$ cat config.mk
export PLATFORM = sky130hd
export DESIGN_NAME = led_fade_driver
export DESIGN_NICKNAME = d
export VERILOG_FILES = /design/src/rtl/led_pkg.sv /design/src/rtl/led_fade_channel.sv /design/src/rtl/led_fade_driver.sv
export SDC_FILE = /design/constraint.sdc
export NUM_CORES = 1
export LEC_CHECK = 0
export BUFFER_PORTS_ARGS = -buffer_cell sky130_fd_sc_hd__buf_4
export CORE_MARGIN = 2
export CORE_UTILIZATION = 40
export DETAILED_ROUTE_END_ITERATION = 8
export GPL_TIMING_DRIVEN = 0
export PLACE_DENSITY = 0.65
export SYNTH_ARGS = -nofsm -noshare
export SYNTH_HDL_FRONTEND = slang
export SYNTH_SLANG_ARGS = --single-unit
$ cat constraint.sdc
create_clock -name sys_clk -period 5.6 [get_ports sys_clk]
set_input_delay 1.12 -clock sys_clk [delete_from_list [all_inputs] [get_ports sys_clk]]
set_output_delay 1.12 -clock sys_clk [all_outputs]
set_load 0.1 [all_outputs]
$ cat src/rtl/led_pkg.sv
// Shared constants and fade FSM encoding for the LED fade driver.
package led_pkg;

   localparam int LED_NUM = 4;

   typedef enum logic [1:0] {
      ST_OFF     = 2'd0,
      ST_RISING  = 2'd1,
      ST_ON      = 2'd2,
      ST_FALLING = 2'd3
   } fade_state_e;

endpackage

$ cat src/rtl/led_fade_channel.sv
// One LED fade engine: direction FSM, saturating duty, period-aligned duty_act and PWM bit.
// LED_GAMMA_EN selects a squared (perceptual) compare instead of the linear one.
module led_fade_channel
   import led_pkg::*;
#(
   parameter int unsigned PWM_BITS = 8
) (
   input  logic                sys_clk,
   input  logic                sys_rst_n,
   input  logic                target_on_i,
   input  logic                step_tick_i,
   input  logic                pwm_wrap_i,
   input  logic [PWM_BITS-1:0] pwm_cnt_i,
   output logic                led_o,
   output logic                busy_o
);
   localparam logic [PWM_BITS-1:0] DUTY_MAX = '1;

   fade_state_e         state_q, state_d;
   logic [PWM_BITS-1:0] duty_q, duty_d;
   logic [PWM_BITS-1:0] duty_act_q;
   logic [PWM_BITS-1:0] compare;
   logic                led_q;

   // A change of target always wins over a pending step in the same cycle.
   always_comb begin
      state_d = state_q;
      duty_d  = duty_q;
      case (state_q)
         ST_OFF: begin
            if (target_on_i) state_d = ST_RISING;
         end
         ST_RISING: begin
            if (!target_on_i)              state_d = ST_FALLING;
            else if (step_tick_i) begin
               if (duty_q == DUTY_MAX)     state_d = ST_ON;
               else                        duty_d  = duty_q + 1'b1;
            end
         end
         ST_ON: begin
            if (!target_on_i) state_d = ST_FALLING;
         end
         ST_FALLING: begin
            if (target_on_i)               state_d = ST_RISING;
            else if (step_tick_i) begin
               if (duty_q == '0)           state_d = ST_OFF;
               else                        duty_d  = duty_q - 1'b1;
            end
         end
         default: state_d = ST_OFF;
      endcase
   end

`ifdef LED_GAMMA_EN
   logic [2*PWM_BITS-1:0] duty_sq;
   assign duty_sq = {{PWM_BITS{1'b0}}, duty_act_q} * {{PWM_BITS{1'b0}}, duty_act_q};
   assign compare = duty_sq[2*PWM_BITS-1:PWM_BITS];
`else
   assign compare = duty_act_q;
`endif

   always_ff @(posedge sys_clk or negedge sys_rst_n) begin
      if (!sys_rst_n) begin
         state_q    <= ST_OFF;
         duty_q     <= '0;
         duty_act_q <= '0;
         led_q      <= 1'b1;
      end else begin
         state_q <= state_d;
         duty_q  <= duty_d;
         // Only whole PWM periods are ever emitted with a given duty.
         if (pwm_wrap_i) duty_act_q <= duty_q;
         led_q   <= ~((duty_act_q == DUTY_MAX) | (pwm_cnt_i < compare));
      end
   end

   assign led_o  = led_q;
   assign busy_o = (state_q == ST_RISING) | (state_q == ST_FALLING);

endmodule

$ cat src/rtl/led_fade_driver.sv
// PWM fade post-processor for the 4-LED water-light chain: shared PWM/step timebase plus
// one fade channel per LED. Build option LED_GAMMA_EN (in led_fade_channel) enables gamma compare.
module led_fade_driver
   import led_pkg::*;
#(
   parameter int unsigned PWM_BITS     = 8,
   parameter int unsigned STEP_CNT_MAX = 97_655
) (
   input  logic               sys_clk,
   input  logic               sys_rst_n,
   input  logic [LED_NUM-1:0] led_in,
   output logic [LED_NUM-1:0] led_out,
   output logic               fade_busy
);
   localparam int unsigned STEP_W = (STEP_CNT_MAX > 0) ? $clog2(STEP_CNT_MAX + 1) : 1;

   logic [LED_NUM-1:0]  led_in_q;
   logic [PWM_BITS-1:0] pwm_cnt_q;
   logic [STEP_W-1:0]   step_cnt_q, step_cnt_d;
   logic                step_tick, pwm_wrap;
   logic [LED_NUM-1:0]  ch_busy;
   logic                fade_busy_q;

   assign pwm_wrap   = (pwm_cnt_q == {PWM_BITS{1'b1}});
   assign step_tick  = (step_cnt_q == STEP_W'(STEP_CNT_MAX));
   assign step_cnt_d = step_tick ? '0 : step_cnt_q + 1'b1;

   always_ff @(posedge sys_clk or negedge sys_rst_n) begin
      if (!sys_rst_n) begin
         led_in_q    <= '1;
         pwm_cnt_q   <= '0;
         step_cnt_q  <= '0;
         fade_busy_q <= 1'b0;
      end else begin
         led_in_q    <= led_in;
         pwm_cnt_q   <= pwm_cnt_q + 1'b1;
         step_cnt_q  <= step_cnt_d;
         fade_busy_q <= |ch_busy;
      end
   end

   for (genvar i = 0; i < LED_NUM; i++) begin : g_ch
      led_fade_channel #(.PWM_BITS(PWM_BITS)) u_ch (
         .sys_clk     (sys_clk),
         .sys_rst_n   (sys_rst_n),
         .target_on_i (~led_in_q[i]),
         .step_tick_i (step_tick),
         .pwm_wrap_i  (pwm_wrap),
         .pwm_cnt_i   (pwm_cnt_q),
         .led_o       (led_out[i]),
         .busy_o      (ch_busy[i])
      );
   end

   assign fade_busy = fade_busy_q;

endmodule

==> results.py, run 1 <==
metrics = {
    "cts": {
        "clockRootBuffer": "clkbuf_16",
        "ctsHtreeMaxLevel": 3,
        "clk_path_buf_depth": 2,
        "ctsHoldBuffers": 0,
        "insertion_delay_ns": 0.36,
        "cts_tree": "done",
        "post_cts_resized": 0,
        "cts_setup_buffers": 0,
        "numCtsBuffers": 9,
        "clk_pin_slew_worst_paths_ns": 0.07,
        "cts.sinks": 106,
    },
    "timing": {
        "post-route-worst-setup-slack_ns": 2.93,
        "finalCritPeriodShare_pct": 47.7,
        "timing.slew.headroom_pct": 64.7,
        "setup_viol": 0,
        "whs_ns": 0.472,
        "rsz0062_at_grt": "no",
        "tightest_slew_ns": 0.527,
        "skew_ns": 0.00768,
        "setup_tns_ns": 0,
        "fmax_ghz": 0.375,
        "final_max_slew_viol_count": 0,
        "hold_violations": 0,
        "period_minus_slack_ns": 2.67,
    },
    "yosys": {
        "syn_avg_cell_area_um2": 9.97,
        "synth_area_mm2": 0.00649,
        "synth_nets": 735,
        "yosysSeqAreaShare_pct": 41.0,
        "ys_warn_count": 0,
        "async_reset_ff_share_pct": 100,
        "synth_top_flop_cell": "dfrtp_1",
        "ys_types": 55,
        "synth-edff-count": 0,
        "ys_ff_latch": 106,
        "syn_inst": 651,
    },
    "power": {
        "peakVddDrop_mv": 0.213,
        "power.total_mw": 2.13,
        "p_leak_nw": 3.27,
        "powerDensity_mw_per_mm2": 295,
    },
    "finish": {
        "fillCellCount": 1500,
        "diodes": 0,
        "drive_above_1_share_pct": 11.9,
        "final_nets": 757,
        "area_growth_pct": 10.9,
        "utilization_pct": 45.3,
    },
    "critical_path": {
        "path_buf_inv": 1,
        "slowest_delay_ns": 0.50,
        "cp_top_family": "adder cells",
        "worstSetupPathType": "reg -> reg",
        "cp-end-kind": "register",
        "required_ns": 5.85,
        "crit_path_max_fanout": 11,
        "cp_slowest_cell": "ha_1",
        "worstPathCellList": "ha_1, inv_1, fa_1, nor2b_1, o21ai_0, a21boi_0, o21a_1, nor3_1, o31ai_1",
        "start_kind": "register",
        "critPathArrivalTime_ns": 2.92,
    },
    "drt": {
        "first_pass_iters": 5,
        "drc_errors": 0,
        "vias_per_cell": 5.34,
        "wire_per_inst_um": 14.6,
        "drt_first_iter_violations": 203,
        "routed_wl_mm": 13.0,
        "drtAntennaViolNets": 0,
        "num_vias": 4778,
    },
    "global_route": {
        "grt_overflow": 0,
        "antenna_found_initial": 0,
        "grt_pass1_wl_mm": 22.7,
        "grt_pass1_vias": 4825,
        "track_usage_pct": 16.1,
        "grt_start_max_net_pins": 107,
    },
    "floorplan": {
        "core_area_mm2": 0.0159,
        "io_pins": 11,
        "rows": 46,
        "start_util_pct": 40.9,
        "die_w_um": 131,
        "fp.dieH_um": 131,
        "dieArea_mm2": 0.0173,
    },
    "min_path": {
        "hp-class": "reg -> reg",
    },
    "placement": {
        "port_buffers": 10,
        "globalplace.congestion": 0.808,
        "pre_cts_slack_ns": 2.98,
        "dp_hpwl_mm": 9.57,
    },
    "run": {
        "drv_cap": 0,
    },
    "run_status": {
        "status": "finished clean",
    },
}
-- final cells by class --
type	instances	area [µm²]	area share [%]
clock inverters	6	88.8	1.23
well taps	216	270	3.76
plain buffers	19	131	1.83
repair buffers	11	106	1.48
flip-flops and latches	106	2660	37.0
multi-input cells	467	3480	48.3
clock buffers	10	239	3.32
inverters	59	221	3.08
-- metal layers --
layer / routed length (µm) / up-vias / part of all wire, % / track usage (%)
met3: 457 / 19 / 3.5 / 3.28
li1: - / 2341 / - / -
met4: 198 / 0 / 1.5 / 5.56
met2: 6500 / 96 / 50 / 27.5
met5: 0 / - / 0 / 0
met1: 5880 / 2322 / 45 / 20.3
-- cells in the mapped netlist (8+ instances only) --
cell | number | area [µm²]
xor2_1 | 23 | 201
inv_1 | 59 | 221
nand2_1 | 53 | 199
nand3_1 | 18 | 90.1
dfrtp_1 | 98 | 2450
o21ai_0 | 24 | 120
xnor2_1 | 18 | 158
mux2_2 | 28 | 315
o21ai_1 | 16 | 80.1
a21oi_1 | 23 | 115
dfstp_2 | 8 | 210
nor3_1 | 11 | 55.1
o21a_1 | 8 | 60.1
a21o_1 | 9 | 67.6
ha_1 | 74 | 926
a21boi_0 | 12 | 90.1
nor2_1 | 45 | 169
nand4_1 | 16 | 100
-- worst paths after layout --
check                           slack, ns                    start  cells after the start                endpoint
worst max-delay path                 2.93  g_ch[2].u_ch.state_q[0]                      9  g_ch[2].u_ch.duty_q[6]
worst min register to register       0.47            step_cnt_q[0]                      1           step_cnt_q[0]
worst min-delay path                 0.47            step_cnt_q[0]                      1           step_cnt_q[0]
max in group asynchronous            4.35                sys_rst_n                      2             led_in_q[1]
worst max register to register       2.93  g_ch[2].u_ch.state_q[0]                      9  g_ch[2].u_ch.duty_q[6]
min in group asynchronous            0.54                sys_rst_n                      1  g_ch[2].u_ch.duty_q[3]
-- cell usage in the layout, fill, tap and decap left out, types with 18 or more instances in the layout --
cell	instances
dfrtp_1	98
ha_1	74
inv_1	59
nand2_1	53
nor2_1	45
mux2_2	28
o21ai_0	24
xor2_1	23
a21oi_1	23
nand3_1	18
xnor2_1	18
-- power by group --
| group | internal [mW] | switching, mW |
|---|---|---|
| Sequential | 0.802 | 0.0298 |
| Clock | 0.405 | 0.290 |
| Combinational | 0.227 | 0.373 |
| Total | 1.43 | 0.693 |
-- sequential cells by signal, indices dropped and copies added, names as in the netlist --
signal,count
g_ch.u_ch.compare,32
g_ch.u_ch.duty_q,32
g_ch.u_ch.state_q,8
led_in_q,4
step_cnt_q,17
pwm_cnt_q,8
fade_busy,1
g_ch.u_ch.led_o,4
-- through the flow --
| stage | cells | instance area (µm²) |
|---|---|---|
| 5_1_grt | 894 | 7200 |
| 2_1_floorplan | 651 | 6490 |
| 6_report | 894 | 7200 |
| 3_3_place_gp | 877 | 6840 |
| 4_1_cts | 893 | 7160 |
| 3_5_place_dp | 877 | 6840 |
-- cells by family (layout without fill, tap and decap cells) --
kind of cell / count (synthesis) / count (layout) / synth area share (%)
fa+ha+maj: 78 / 78 / 15.5
xor+xnor: 41 / 41 / 5.53
compound gates: 132 / 132 / 13.1
flops: 106 / 106 / 41.0
buf+inv: 78 / 105 / 5.44
simple gates: 183 / 183 / 13.8
mux: 33 / 33 / 5.63
Power figures use the tool's default switching activity.
==> run 2, diff against run 1 <==
- clock period: 5.6 -> 2.6 ns (I/O delays scaled with it)
==> run 2 against run 1 <==
Sequential power up 120%. Clock power up 110%. Clock-buffer cell count unchanged. Final cell count up 0.11%. Worst hold slack worse by 0.21 ns. Via count down 0.17%. Setup slack worse by 2.7 ns. Largest cell class unchanged. First-iteration DRC count up 2.0%.
==> results.py, run 2 (same netlist as run 1, synthesis figures left out) <==
metrics = {
    "run_status": {
        "status": "finished clean",
    },
    "critical_path": {
        "critical_path_depth": 8,
        "worstSetupStartpoint": "g_ch[1].u_ch.state_q[0]",
        "slowest_delay_ns": 0.41,
        "r2r_setup_slack_ns": 0.23,
        "path_buf_inv": 0,
        "crit_path_max_fanout": 13,
        "worstSetupPathType": "reg -> reg",
        "worstPathCellList": "ha_2, ha_1, and3_1, a22oi_1, a21oi_1, nor4_1, a21o_1, a221o_1",
        "start_kind": "register",
        "critPathCapture": "g_ch[1].u_ch.duty_q[7]",
        "critPathArrivalTime_ns": 2.61,
        "cp-end-kind": "register",
        "rr_startpoint": "g_ch[1].u_ch.state_q[0]",
        "reg2reg_to": "g_ch[1].u_ch.duty_q[7]",
        "cp_slowest_cell": "dfrtp_1",
        "required_ns": 2.84,
        "cp_top_family": "compound AO/OA/AOI/OAI gates",
        "rr_worst_depth": 8,
    },
    "finish": {
        "area_growth_pct": 11.5,
        "final_common_cell": "dfrtp_1",
        "drive_above_1_share_pct": 12.5,
        "final_cell_mix": "dfrtp_1, ha_1, inv_1, nand2_1, nor2_1",
        "utilization_pct": 45.5,
        "stdcell_count": 895,
        "diodes": 0,
        "final_nets": 758,
    },
    "floorplan": {
        "fp.dieH_um": 131,
        "dieArea_mm2": 0.0173,
        "rows": 46,
        "core_area_mm2": 0.0159,
        "start_util_pct": 40.9,
        "io_pins": 11,
        "die_w_um": 131,
    },
    "drt": {
        "drt_first_iter_violations": 207,
        "first_pass_iters": 5,
        "routed_wl_mm": 13.0,
        "drtAntennaViolNets": 0,
        "drc_errors": 0,
        "wire_per_inst_um": 14.5,
        "num_vias": 4770,
        "vias_per_cell": 5.33,
    },
    "cts": {
        "clockRootBuffer": "clkbuf_16",
        "numCtsBuffers": 9,
        "clk_path_buf_depth": 2,
        "cts_tree": "done",
        "cts.sinks": 106,
        "clk_pin_slew_worst_paths_ns": 0.07,
        "ctsHtreeMaxLevel": 3,
        "insertion_delay_ns": 0.35,
    },
    "power": {
        "powerDensity_mw_per_mm2": 640,
        "p_leak_nw": 3.27,
        "peakVddDrop_mv": 0.457,
        "power.total_mw": 4.63,
    },
    "global_route": {
        "grt_pass1_wl_mm": 22.7,
        "met2_usage_pct": 27.5,
        "use_met3_pct": 3.28,
        "antenna_found_initial": 0,
        "use_met1_pct": 20.3,
        "track_usage_pct": 16.1,
        "grt_overflow": 0,
        "top_usage_layer": "met2",
        "grt_pass1_vias": 4825,
        "grt_start_max_net_pins": 107,
    },
    "timing": {
        "timing.slew.headroom_pct": 64.2,
        "rsz0062_at_grt": "no",
        "final_max_slew_viol_count": 0,
        "skew_ns": 0.00832,
        "hold_violations": 0,
        "whs_ns": 0.266,
        "tightest_slew_ns": 0.535,
        "period_minus_slack_ns": 2.37,
        "finalCritPeriodShare_pct": 91.1,
        "fmax_ghz": 0.422,
        "setup_viol": 0,
        "setup_tns_ns": 0,
    },
    "placement": {
        "globalplace.congestion": 0.808,
        "port_buffers": 10,
        "dp_hpwl_mm": 9.57,
        "place_inst": 877,
    },
    "run": {
        "drv_cap": 0,
    },
    "min_path": {
        "hp-class": "in -> reg",
    },
}
==> run 2: changes by cell type in the layout (fill, tap and decap cells not counted) <==
cell and change:
ha_2 +2, dlygate4sd3_1 +1, ha_1 -4, ha_4 +2
==> run 2: stage by stage <==
step,instance area [µm²],setup slack (ns)
2_1_floorplan,6490,0.368
3_3_place_gp,6840,0.0668
3_5_place_dp,6840,-0.0158
4_1_cts,7170,0.0890
5_1_grt,7240,0.0505
6_report,7240,0.231
==> run 2: metal layers <==
metal | up-vias | wire [µm]
met5 | - | 0
met4 | 0 | 200
met3 | 19 | 400
met2 | 84 | 6470
met1 | 2321 | 5910
li1 | 2346 | -
==> run 2: worst min-delay path by stage <==
stage	startpoint	slack (ns)	depth (start not counted)	end
global placement	step_cnt_q[0]	0.44	1	step_cnt_q[0]
global route	led_in[3]	0.25	1	led_in_q[3]
floorplan	sys_rst_n	0.22	0	fade_busy
finish	led_in[3]	0.27	1	led_in_q[3]
detailed placement	step_cnt_q[0]	0.47	1	step_cnt_q[0]
CTS	led_in[3]	0.25	1	led_in_q[3]
==> run 2: area by class of cell <==
type                            instances  area (µm²)
Buffer                                 19         131
Clock buffer                           10         239
Clock inverter                          6        88.8
Fill cell                            1500        8650
Inverter                               59         221
Multi-Input combinational cell        467        3510
Sequential cell                       106        2660
Tap cell                              216         270
Timing Repair Buffer                   12         116
==> run 2: report_power, final <==
part / switching (mW) / total (mW) / internal, mW / leakage, nW
sequential: 0.0809 / 1.81 / 1.73 / 1.40
combinational: 0.802 / 1.33 / 0.524 / 1.71
clock: 0.622 / 1.49 / 0.872 / 0.155
==> run 2: timing repair <==
item	CTS	global route
hold buffers	0	1
setup buffers	0	0
hold endpoints to repair	0	5
setup endpoints to repair	2	5
resized for setup	2	4
